==> config.mk <==
export PLATFORM = sky130hd
export DESIGN_NAME = msg_framer
export DESIGN_NICKNAME = d
export VERILOG_FILES = /design/src/rtl/msg_framer_pkg.sv /design/src/rtl/msg_framer.sv
export SDC_FILE = /design/constraint.sdc
export NUM_CORES = 1
export LEC_CHECK = 0
export CAP_MARGIN = 10
export CORE_MARGIN = 2
export CORE_UTILIZATION = 42
export CTS_CLUSTER_SIZE = 16
export DETAILED_ROUTE_END_ITERATION = 12
export PLACE_DENSITY = 0.72
export SYNTH_ARGS = -nofsm -noshare
export SYNTH_HDL_FRONTEND = slang
export SYNTH_SLANG_ARGS = --single-unit
==> constraint.sdc <==
create_clock -name clk -period 4.7 [get_ports clk]
set_input_delay 0.94 -clock clk [delete_from_list [all_inputs] [get_ports clk]]
set_output_delay 0.94 -clock clk [all_outputs]
set_load 0.1 [all_outputs]
==> src/rtl/msg_framer_pkg.sv <==
// Shared definitions for the message framer: state encoding, frame geometry,
// default sync byte and the frame checksum.
package msg_framer_pkg;

    typedef enum logic [2:0] {
        ST_IDLE = 3'd0,
        ST_SYNC = 3'd1,
        ST_SEQ  = 3'd2,
        ST_D0   = 3'd3,
        ST_D1   = 3'd4,
        ST_D2   = 3'd5,
        ST_D3   = 3'd6,
        ST_CHK  = 3'd7
    } framer_state_t;

    localparam int         FRAME_LEN         = 7;
    localparam logic [7:0] SYNC_BYTE_DEFAULT = 8'hA5;

    // Checksum covers SEQ and the four data bytes; the sync byte is excluded.
    function automatic logic [7:0] frame_chk(input logic [7:0] seq, input logic [31:0] word);
        return seq + word[7:0] + word[15:8] + word[23:16] + word[31:24];
    endfunction

endpackage

==> src/rtl/msg_framer.sv <==
// Serialises 32-bit message words into 7-byte frames:
// SYNC, SEQ, D0..D3 (little-endian), CHK. Zero-bubble between frames.
module msg_framer
    import msg_framer_pkg::*;
#(
    parameter logic [7:0] SYNC_BYTE = SYNC_BYTE_DEFAULT
) (
    input  logic        clk,
    input  logic        rst,
    input  logic [31:0] word_data,
    input  logic        word_avail,
    output logic        word_pull,
    output logic [7:0]  out_data,
    output logic        out_avail,
    input  logic        out_pull
);

    framer_state_t r_state;
    logic [31:0]   r_word;
    logic [7:0]    r_seq;
    logic [7:0]    r_out_data;
    logic          r_out_avail;

    logic          w_byte_xfer;
    logic          w_word_xfer;

    // Reset gating keeps word_pull low for the whole time rst is held.
    assign word_pull   = !rst && ((r_state == ST_IDLE) || ((r_state == ST_CHK) && out_pull));
    assign w_byte_xfer = r_out_avail && out_pull;
    assign w_word_xfer = word_avail && word_pull;

    assign out_data  = r_out_data;
    assign out_avail = r_out_avail;

    // Frame sequencer: each state's byte is loaded on the edge that enters it.
    always_ff @(posedge clk or posedge rst) begin
        if (rst) begin
            r_state     <= ST_IDLE;
            r_word      <= 32'h0000_0000;
            r_seq       <= 8'h00;
            r_out_data  <= 8'h00;
            r_out_avail <= 1'b0;
        end else begin
            case (r_state)
                ST_IDLE: begin
                    if (w_word_xfer) begin
                        r_word      <= word_data;
                        r_state     <= ST_SYNC;
                        r_out_data  <= SYNC_BYTE;
                        r_out_avail <= 1'b1;
                    end
                end
                ST_SYNC: begin
                    if (w_byte_xfer) begin
                        r_state    <= ST_SEQ;
                        r_out_data <= r_seq;
                    end
                end
                ST_SEQ: begin
                    if (w_byte_xfer) begin
                        r_state    <= ST_D0;
                        r_out_data <= r_word[7:0];
                    end
                end
                ST_D0: begin
                    if (w_byte_xfer) begin
                        r_state    <= ST_D1;
                        r_out_data <= r_word[15:8];
                    end
                end
                ST_D1: begin
                    if (w_byte_xfer) begin
                        r_state    <= ST_D2;
                        r_out_data <= r_word[23:16];
                    end
                end
                ST_D2: begin
                    if (w_byte_xfer) begin
                        r_state    <= ST_D3;
                        r_out_data <= r_word[31:24];
                    end
                end
                ST_D3: begin
                    if (w_byte_xfer) begin
                        r_state    <= ST_CHK;
                        r_out_data <= frame_chk(r_seq, r_word);
                    end
                end
                ST_CHK: begin
                    if (w_byte_xfer) begin
                        r_seq <= r_seq + 8'd1;
                        if (w_word_xfer) begin
                            r_word     <= word_data;
                            r_state    <= ST_SYNC;
                            r_out_data <= SYNC_BYTE;
                        end else begin
                            r_state     <= ST_IDLE;
                            r_out_data  <= 8'h00;
                            r_out_avail <= 1'b0;
                        end
                    end
                end
                default: begin
                    r_state     <= ST_IDLE;
                    r_out_data  <= 8'h00;
                    r_out_avail <= 1'b0;
                end
            endcase
        end
    end

endmodule
==> reports/qor.txt <==
Status - finished, final reports clean
Drt wl/cell - 15.4 um
Max transition margin - 34.0%
Slowest stage cell, crit path - fa_1
Hold Startpoint - r_seq[3]
Ant. Diodes - 0
Io pins - 46
Root Buffer - clkbuf_8
Total number of yosys warnings - 0
DRT Pass-1 Iters - 4
Vias in the first global route - 2526
Most Crowded Layer GR - met2
Worst Path Max Fanout - 4
Final setup viols - 0
Worst stage delay on the critical path - 0.53 ns
WHS - 0.509 ns
First-pass GRT wire length - 12.5 mm
Initial antenna violation count - 0
Die area - 0.00878 sq mm
PD cells - 259 mW/mm^2
Setup Buffers After CTS - 0
Tcrit/Tclk final - 77.5%
GRT Resource Usage Total - 18.1%
Crit-path leading delay family - adder cells
Seq cells post-synth - 52
Die W - 93.7 um
Endpoint class of the critical path - register
Inserted Clock Buffers - 5
Pleak - 1.77 nW
Number of hold buffers added after CTS - 0
Final Max Tran Viols - 0
Synthesized Nets - 406
Combinational group share of total power - 28.8%
VDD IR-drop max - 0.139 mV
Grt met1 use - 25.9%
Mean Syn Cell Area - 10.0 sq um
Total grt overflow - 0
FMAX - 275 MHz
Post-synth EDFFs - 0
Worst setup path class - register to register
Htree depth - 2
Port Buffer Count - 45
Final total power - 1.04 mW
DP Wirelength - 5.35 mm
Clk_lat worst skew - 0.31 ns
Worst Path Arrival - 3.89 ns
Rows - 32
Seq pwr share - 45.1%
CTS tree - yes
Post_cts resized - 0
Net Sw Frac - 30.4%
Post-route antenna net violation count - 0
Placed inst area - 0.00391 sq mm
RePlAce Congestion - 0.819
Clock Tree Buf Depth - 2
Netlist cell types - 50
Nets - 446
CP startpoint - r_word[3]
Unrepaired setup endpoints after global routing - false
Avg Vias per Cell - 5.26
Top-count cell post-synth - inv_1
Fin Clk Skew - 0.00788 ns
Sink Count - 52
Setup TNS - 0 ns
Vias - 2523
Reg-to-Reg Start - r_word[3]
Worst path required time - 4.94 ns
Max Cap Violations - 0
Area of the core - 0.00777 sq mm
Pint - 724 uW
M2 GR Usage - 28.9%
Reg clk slew, reported paths - 0.10 ns
M3 GR Usage - 2.73%
NetSw - 317 uW
Sequential cell area fraction in the yosys report - 38.5%
Non-filler instance count after layout - 480
Async set-reset flop share out of synthesis - 100%
Syn Inst Count - 337
Crit path cell chain - inv_1 > fa_1 > inv_1 > fa_1 > inv_1 > fa_1 > inv_1 > ha_1 > nor2b_1 > o21a_1 > o21ai_0 > or3b_2 > a31oi_1
CP bufs+invs - 4
Die span in y - 93.7 um
Area leader, netlist - dfrtp_1
Most common library cells after synthesis - inv_1 (63), dfrtp_1 (52), nand2_1 (33)
Endpoints failing hold - 0
Area grow syn2layout - 18.9%
Initial DRC count - 183
Final WL - 7.40 mm
Initial core utilization - 43.5%
Clock power share - 26.2%
Most frequent CP cell - inv_1
Share of the synthesized area in the top cell type - 38.5%
Largest net degree at the start of global routing - 53
Hold Path Class - register to register
Final worst path period need - 3.64 ns
Critical path startpoint category - register
Ratio of cells with drive above 1 in the final layout - 8.73%
Drt drc - 0
Cell count after placement - 471
Top_reg_cell synth - dfrtp_1
Final instance area - 0.00402 sq mm
Worst-Margin Slew - 0.988 ns
Largest cells by area after synthesis - dfrtp_1 (39%), fa_1 (12%), inv_1 (7.0%), ha_1 (4.8%), mux2_2 (4.3%)
Post-synthesis cell area - 0.00338 sq mm
==> power groups by stage <==
| stage | logic [mW] | clock network [mW] | registers (mW) |
|---|---|---|---|
| after floorplan | 0.212 | 0 | 0.476 |
| after global placement | 0.282 | 0 | 0.478 |
| after detailed placement | 0.296 | 0 | 0.478 |
| after CTS | 0.299 | 0.278 | 0.469 |
| after global routing | 0.342 | 0.297 | 0.471 |
| final | 0.300 | 0.273 | 0.469 |
==> registers in the layout, summed over array words and instances (netlist names) <==
register,count
r_word,32
out_data,8
r_seq,8
r_state,3
out_avail,1
==> path summary, 6_finish.rpt <==
| kind | end | slack [ns] | depth (start not counted) |
|---|---|---|---|
| worst max register to register | out_data[5] | 1.06 | 13 |
| worst min register to register | r_seq[3] | 0.51 | 1 |
| worst max-delay path | out_data[5] | 1.06 | 13 |
| max in group asynchronous | r_word[27] | 3.06 | 3 |
| min in group asynchronous | r_state[1] | 1.08 | 2 |
| worst min-delay path | r_seq[3] | 0.51 | 1 |
==> through the flow <==
step | utilization (%) | setup slack, ns
finish | 51.7 | 1.06
global route | 51.7 | 0.824
CTS | 51.5 | 1.04
detailed placement | 50.3 | 1.05
global placement | 50.3 | 1.18
floorplan | - | 1.24
==> cells in the final DEF, fill, tap and decap left out, types with 2 or more instances in the layout <==
cell type,count
nand2b_1,2
a21oi_1,8
xor2_1,2
nor2_1,6
a22oi_1,6
fa_1,20
buf_4,3
o311ai_0,2
nand2_1,33
o22a_1,2
a22o_1,3
clkbuf_1,2
a211oi_1,2
nor3_1,4
dfrtp_1,52
a222oi_1,8
nand4_1,4
clkdlybuf4s50_1,44
inv_1,62
a31oi_1,3
nand3_1,3
clkbuf_8,6
ha_1,13
nor2b_1,3
mux2_2,13
inv_2,2
a21o_1,2
mux2i_1,6
xnor2_1,14
o21ai_0,27
==> worst register-to-register path, stage by stage, from the launching register on <==
cell and delay (ns):
dfrtp_1 0.35, inv_1 0.07, fa_1 0.53, inv_1 0.06, fa_1 0.51, inv_1 0.05
fa_1 0.50, inv_1 0.04, ha_1 0.34, nor2b_1 0.17, o21a_1 0.18, o21ai_0 0.16
or3b_2 0.46, a31oi_1 0.16
==> layout make-up <==
type | count | area (sq um)
flip-flops and latches | 52 | 1300
multi-input cells | 206 | 1780
well taps | 102 | 128
fillers | 727 | 3750
repair buffers | 48 | 483
clock buffers | 8 | 90.1
inverters | 64 | 240
==> per-layer routing <==
layer	vias up	part of all wire, %	wire length (um)
met5	-	0	0
met4	0	1.2	92
met3	5	5.3	392
met2	69	47	3470
met1	1244	47	3440
li1	1205	-	-
==> logic make-up (layout without fill, tap and decap cells) <==
logic type,Yosys count,in the layout,share of synthesized area [%]
compound gates,74,74,15.7
flops,52,52,38.5
mux,20,20,6.55
buf+inv,79,120,9.18
simple gates,63,63,9.22
xor+xnor,16,16,4.15
fa+ha+maj,33,33,16.7
Note: power is estimated with default switching activity, not from simulation.
